**src/rtl/push_event_pkg.sv**
```systemverilog
// Shared state encoding and 50 MHz timing defaults for the push-button conditioner.
package push_event_pkg;

  localparam logic [2:0] S_IDLE     = 3'd0;
  localparam logic [2:0] S_DB_PRESS = 3'd1;
  localparam logic [2:0] S_HOLD     = 3'd2;
  localparam logic [2:0] S_REPEAT   = 3'd3;
  localparam logic [2:0] S_DB_REL   = 3'd4;

  localparam int DB_CYC_DEF      = 500000;
  localparam int RPT_DLY_CYC_DEF = 25000000;
  localparam int RPT_PER_CYC_DEF = 5000000;

  // One counter per channel is shared by all timing phases, so size it for the longest.
  function automatic int cnt_width(input int a, input int b, input int c);
    int m;
    m = a;
    if (b > m) m = b;
    if (c > m) m = c;
    return (m < 2) ? 1 : $clog2(m);
  endfunction

endpackage

```
**src/rtl/push_chan.sv**
```systemverilog
// One button channel: 2-flop synchronizer, press/release debounce, press and auto-repeat pulses.
//   state      | meaning
//   S_IDLE     | released, waiting for a low sample
//   S_DB_PRESS | low seen, counting the press stability window
//   S_HOLD     | pressed, counting the delay to the first repeat
//   S_REPEAT   | pressed, emitting a pulse every repeat period
//   S_DB_REL   | high seen while pressed, counting the release window
module push_chan
  import push_event_pkg::*;
#(
  parameter int DB_CYC      = DB_CYC_DEF,
  parameter int RPT_DLY_CYC = RPT_DLY_CYC_DEF,
  parameter int RPT_PER_CYC = RPT_PER_CYC_DEF,
  parameter int RPT_EN      = 1
) (
  input  logic i_Clk,
  input  logic i_Rst,
  input  logic i_Push,
  output logic o_Pulse,
  output logic o_Level
);

  localparam int CNT_W = cnt_width(DB_CYC, RPT_DLY_CYC, RPT_PER_CYC);
  localparam logic [CNT_W-1:0] DB_LAST  = CNT_W'(DB_CYC - 1);
  localparam logic [CNT_W-1:0] DLY_LAST = CNT_W'(RPT_DLY_CYC - 1);
  localparam logic [CNT_W-1:0] PER_LAST = CNT_W'(RPT_PER_CYC - 1);
  localparam logic [CNT_W-1:0] CNT_MAX  = {CNT_W{1'b1}};

  logic             r_sync_meta;
  logic             r_sync;
  logic [2:0]       r_state;
  logic [CNT_W-1:0] r_cnt;
  logic             r_pulse;
  logic             r_level;

  logic [2:0]       w_state_nxt;
  logic [CNT_W-1:0] w_cnt_nxt;
  logic [CNT_W-1:0] w_cnt_inc;
  logic             w_pulse_nxt;

  assign w_cnt_inc = r_cnt + CNT_W'(1);

  always_comb begin
    w_state_nxt = r_state;
    w_cnt_nxt   = r_cnt;
    w_pulse_nxt = 1'b0;
    case (r_state)
      S_IDLE: begin
        if (!r_sync) begin
          w_state_nxt = S_DB_PRESS;
          w_cnt_nxt   = '0;
        end
      end
      S_DB_PRESS: begin
        if (r_sync) begin
          w_state_nxt = S_IDLE;
          w_cnt_nxt   = '0;
        end else if (r_cnt == DB_LAST) begin
          w_state_nxt = S_HOLD;
          w_pulse_nxt = 1'b1;
          w_cnt_nxt   = '0;
        end else begin
          w_cnt_nxt = w_cnt_inc;
        end
      end
      S_HOLD: begin
        if (r_sync) begin
          w_state_nxt = S_DB_REL;
          w_cnt_nxt   = '0;
        end else if ((RPT_EN != 0) && (r_cnt == DLY_LAST)) begin
          w_state_nxt = S_REPEAT;
          w_pulse_nxt = 1'b1;
          w_cnt_nxt   = '0;
        end else if (r_cnt != CNT_MAX) begin
          // saturating keeps a long hold without repeat from wrapping
          w_cnt_nxt = w_cnt_inc;
        end
      end
      S_REPEAT: begin
        if (r_sync) begin
          w_state_nxt = S_DB_REL;
          w_cnt_nxt   = '0;
        end else if (r_cnt == PER_LAST) begin
          w_pulse_nxt = 1'b1;
          w_cnt_nxt   = '0;
        end else begin
          w_cnt_nxt = w_cnt_inc;
        end
      end
      S_DB_REL: begin
        if (!r_sync) begin
          w_state_nxt = S_HOLD;
          w_cnt_nxt   = '0;
        end else if (r_cnt == DB_LAST) begin
          w_state_nxt = S_IDLE;
          w_cnt_nxt   = '0;
        end else begin
          w_cnt_nxt = w_cnt_inc;
        end
      end
      default: begin
        w_state_nxt = S_IDLE;
        w_cnt_nxt   = '0;
      end
    endcase
  end

  always_ff @(posedge i_Clk or negedge i_Rst) begin
    if (!i_Rst) begin
      r_sync_meta <= 1'b1;
      r_sync      <= 1'b1;
      r_state     <= S_IDLE;
      r_cnt       <= '0;
      r_pulse     <= 1'b0;
      r_level     <= 1'b0;
    end else begin
      r_sync_meta <= i_Push;
      r_sync      <= r_sync_meta;
      r_state     <= w_state_nxt;
      r_cnt       <= w_cnt_nxt;
      r_pulse     <= w_pulse_nxt;
      r_level     <= (w_state_nxt == S_HOLD) || (w_state_nxt == S_REPEAT) ||
                     (w_state_nxt == S_DB_REL);
    end
  end

  assign o_Pulse = r_pulse;
  assign o_Level = r_level;

endmodule

```
**src/rtl/push_event_gen.sv**
```systemverilog
// Active-low push-button conditioner: N_BTN independent debounced press/repeat channels.
module push_event_gen
  import push_event_pkg::*;
#(
  parameter int N_BTN       = 2,
  parameter int DB_CYC      = DB_CYC_DEF,
  parameter int RPT_DLY_CYC = RPT_DLY_CYC_DEF,
  parameter int RPT_PER_CYC = RPT_PER_CYC_DEF,
  parameter int RPT_EN      = 1
) (
  input  logic             i_Clk,
  input  logic             i_Rst,
  input  logic [N_BTN-1:0] i_Push,
  output logic [N_BTN-1:0] o_Pulse,
  output logic [N_BTN-1:0] o_Level
);

  for (genvar g = 0; g < N_BTN; g++) begin : g_chan
    push_chan #(
      .DB_CYC      (DB_CYC),
      .RPT_DLY_CYC (RPT_DLY_CYC),
      .RPT_PER_CYC (RPT_PER_CYC),
      .RPT_EN      (RPT_EN)
    ) u_chan (
      .i_Clk   (i_Clk),
      .i_Rst   (i_Rst),
      .i_Push  (i_Push[g]),
      .o_Pulse (o_Pulse[g]),
      .o_Level (o_Level[g])
    );
  end

endmodule

```
**config.mk**
```make
export PLATFORM = sky130hd
export DESIGN_NAME = push_event_gen
export DESIGN_NICKNAME = d
export VERILOG_FILES = /design/src/rtl/push_event_pkg.sv /design/src/rtl/push_chan.sv /design/src/rtl/push_event_gen.sv
export SDC_FILE = /design/constraint.sdc
export NUM_CORES = 1
export LEC_CHECK = 0
export CORE_UTILIZATION = 56
export DETAILED_ROUTE_END_ITERATION = 7
export PLACE_DENSITY = 0.75
export SLEW_MARGIN = 20
export SYNTH_ARGS = -nofsm -noshare
export SYNTH_HDL_FRONTEND = slang
export SYNTH_HIERARCHICAL = 1
export SYNTH_SLANG_ARGS = --single-unit
```
**constraint.sdc**
```tcl
create_clock -name i_Clk -period 2.7 [get_ports i_Clk]
set_input_delay 0.675 -clock i_Clk [delete_from_list [all_inputs] [get_ports i_Clk]]
set_output_delay 0.675 -clock i_Clk [all_outputs]
set_load 0.005 [all_outputs]
```
==> impl_results.md <==
- Combinational power share: 0.066
- WHS Endpoint: g_chan[0].u_chan/r_sync$_DFF_PN1_
- Post-Route WL: between 9 and 10 mm
- Commonest cells after routing, fill and taps aside: dfrtp_1 (60), nand2_1 (37), buf_4 (35)
- CTS H-Tree Depth: 3
- Final setup vio count: 0
- Pwr dens: roughly 460 nW/µm²
- Synth unique cells: 67
- Final hold vios: 0
- # hold bufs at CTS: 0
- WL/cell: 17.5 µm
- Part of the power in registers: 0.490
- CTS tree: yes
- Gpl congestion: 0.970
- Relative slew slack: 0.465
- Synth area leader: dfrtp_1
- Syn_nets: around 400
- Worst slack, placed: -0.0116 ns
- Reg2Reg Setup Slack: ~0.071 ns
- Clock power frac: 0.444
- Routed vias: between 3000 and 4000
- R2R Path Start: g_chan[0].u_chan/r_cnt[17]$_DFFE_PN0P_
- Switching pwr: between 400 and 500 µW
- Worst Path Max Fanout: 9
- Flops & latches, synth: 64
- Max Fclk: between 300 and 400 MHz
- Root Buffer: clkbuf_8
- Sw frac: 0.229
- Number of remaining DRC errors: 4
- Avg Cell Area, Syn: 9.28 µm²
- Via-to-Cell Ratio: between 6 and 7
- Pint: roughly 1500 µW
- Area contributors post-synth: dfrtp_1 (40%), nand2_1 (3.8%), nand3_1 (3.6%), nor2_2 (3.5%), nor2_1 (3.4%)
- Dominant synthesized flop cell: dfrtp_1
- Vias in the first global route: about 3100
- Global-route wire length before repair: 15.6 mm
- Core region area: 6420 µm²
- CP startpoint kind: flip-flop
- Failing checks: design-rule violations
- Drt pass-1 iters: 7
- Hold/Removal Path Class: flip-flop to flip-flop
- Final worst slack: just over 0.07 ns
- Syn Inst Count: a little over 400
- Setup Skew: 0.00958 ns
- IO Pins: 8
- Yosys warns: 6
- Post-DP HPWL: between 6 and 7 mm
- Ant. Diodes: 0
- Die Ht: ~84 µm
- Final design utilization: 0.683
- WP data arrival: approximately 2.9 ns
- Clk slew on worst S/H paths: 0.07 ns
- Initial Utilization: 0.587
- Share of post-route cells with drive strength above 1: 0.220
- Setup crit end kind: flip-flop
- Final Cycle Share: 0.974
- Unrepaired setup endpoints after global routing: no
- Gr ovfl total: 0
- CTS Buf Count: 9
- Worst Hold Launch: g_chan[0].u_chan/r_sync_meta$_DFF_PN1_
- Reg2Reg Capture Point: g_chan[0].u_chan/r_cnt[6]$_DFFE_PN0P_
- Seq/Total Area, Yosys: 0.426
- Critical path type: flip-flop to flip-flop
- Die area: ~7000 µm²
- Final net count: 456
- R2R cell count: 6
- Async SR Flop Fraction: 1.00
- Gr usage total: 0.284
- Minimum clock period: about 2.6 ns
- Worst endpoint required time: 2.94 ns
- PortBufs: 7
- Max-slew violations: 0
- Die X: between 80 and 90 µm
- Filler cells: approximately 500
- Pleak: between 0.0015 and 0.002 µW
- Commonest non-fill, non-tap cell in the layout: dfrtp_1
- Row count: 29
- Initial antenna violation count: 0
- Status: finished, violations left
- Clock Latency Late Sink: ~0.35 ns
- Number of synthesized flops with an enable pin: 0
- Area Growth Syn to Fin: 16.4%
- Worst Hold Depth: 0
- Initial drt markers: 291
- Clock tree buffer depth: 2
- Largest net degree at the start of global routing: 38
- Top cell type's share of synthesized area: 0.399
- # clock sinks: 64
- Mapped Area: approximately 3800 µm²
- Detail Route Antenna Nets: 0
- Worst VDD drop: between 0.2 and 0.3 mV
- Max-Cap Viols: 0
- Actual slew at the worst max-slew pin: approximately 0.80 ns
repair_timing:
action                     4_1_cts  5_1_grt
resized for setup                1        2
buffers inserted                 0        1
pin swaps                        0        1
setup endpoints to repair        4       16
sequential cells by signal, indices dropped and copies added, names as in the netlist:
register,count
g_chan.u_chan/r_cnt,50
g_chan.u_chan/r_state,6
g_chan.u_chan/r_sync,2
g_chan.u_chan/o_Pulse,2
g_chan.u_chan/r_sync_meta,2
g_chan.u_chan/o_Level,2
critical path, cell delays in order (launching register included):
cell,delay [ns]
dfrtp_1,0.42
or4_4,0.56
or4_4,0.54
o21a_1,0.24
a31o_1,0.36
a21o_1,0.22
a22o_1,0.17
cells in the mapped netlist, drive strengths merged (6+ instances only):
master / instances
dfrtp: 60
buf: 6
a22o: 7
a21oi: 7
nor2b: 7
nor4: 15
nor3: 17
o21ai: 17
nand2: 39
nand3: 28
nor2: 55
inv: 12
and3: 9
nand4: 17
a31oi: 7
or4: 7
xnor2: 10
xor2: 11
metal layers:
layer	wire length (µm)	share of wire	track usage	vias up
li1	-	-	-	1602
met1	4360	0.47	0.415	1665
met2	4180	0.45	0.401	135
met3	632	0.068	0.0791	17
met4	150	0.016	0.105	0
met5	0	0	0	-
worst max-delay path by stage:
stage / endpoint / start / cells past startpoint / slack, ns
finish: g_chan[0].u_chan/r_cnt[6]$_DFFE_PN0P_ / g_chan[0].u_chan/r_cnt[17]$_DFFE_PN0P_ / 6 / 0.07
global route: g_chan[0].u_chan/r_cnt[6]$_DFFE_PN0P_ / g_chan[0].u_chan/r_cnt[10]$_DFFE_PN0P_ / 7 / 0.008
CTS: g_chan[0].u_chan/r_cnt[19]$_DFFE_PN0P_ / g_chan[0].u_chan/r_cnt[10]$_DFFE_PN0P_ / 8 / 0.03
detailed placement: g_chan[0].u_chan/r_cnt[0]$_DFFE_PN0P_ / g_chan[0].u_chan/r_cnt[10]$_DFFE_PN0P_ / 7 / -0.01
global placement: g_chan[0].u_chan/r_cnt[22]$_DFFE_PN0P_ / g_chan[0].u_chan/r_cnt[10]$_DFFE_PN0P_ / 7 / 0.09
floorplan: g_chan[0].u_chan/r_cnt[6]$_DFFE_PN0P_ / g_chan[0].u_chan/r_cnt[10]$_DFFE_PN0P_ / 8 / 0.17
area by class of cell:
type	instances	area, µm²	area share
flip-flops and latches	64	1610	0.366
multi-input cells	319	2050	0.468
well taps	77	96.3	0.0220
clock inverters	2	35.0	0.00799
repair buffers	44	368	0.0839
clock buffers	14	183	0.0416
inverters	12	45.0	0.0103
power groups by stage:
| stage | Clock [µW] | Sequential, µW | Combinational (µW) |
|---|---|---|---|
| CTS | 912 | 980 | 132 |
| global placement | 0 | 997 | 128 |
| detailed placement | 0 | 998 | 130 |
| finish | 887 | 981 | 133 |
| global route | 948 | 981 | 147 |
| floorplan | 0 | 995 | 74.0 |
through the flow:
step / total power, µW / area (µm²) / instances / hold WS (ns) / TNS (ns)
5_1_grt: 2080 / 4390 / 532 / 0.364 / 0
3_3_place_gp: 1120 / 4150 / 515 / 0.348 / 0
4_1_cts: 2020 / 4370 / 531 / 0.360 / 0
6_report: 2000 / 4390 / 532 / 0.357 / 0
2_1_floorplan: 1070 / 3770 / 406 / 0.345 / 0
3_5_place_dp: 1130 / 4150 / 515 / 0.348 / -0.0233
logic make-up after synthesis:
family	after synthesis	synth area share
mux	1	0.00299
xor+xnor	21	0.0488
simple gates	220	0.335
compound gates	75	0.148
fa+ha+maj	2	0.00664
buf+inv	23	0.0315
flops	64	0.426
Power figures use the tool's default switching activity.
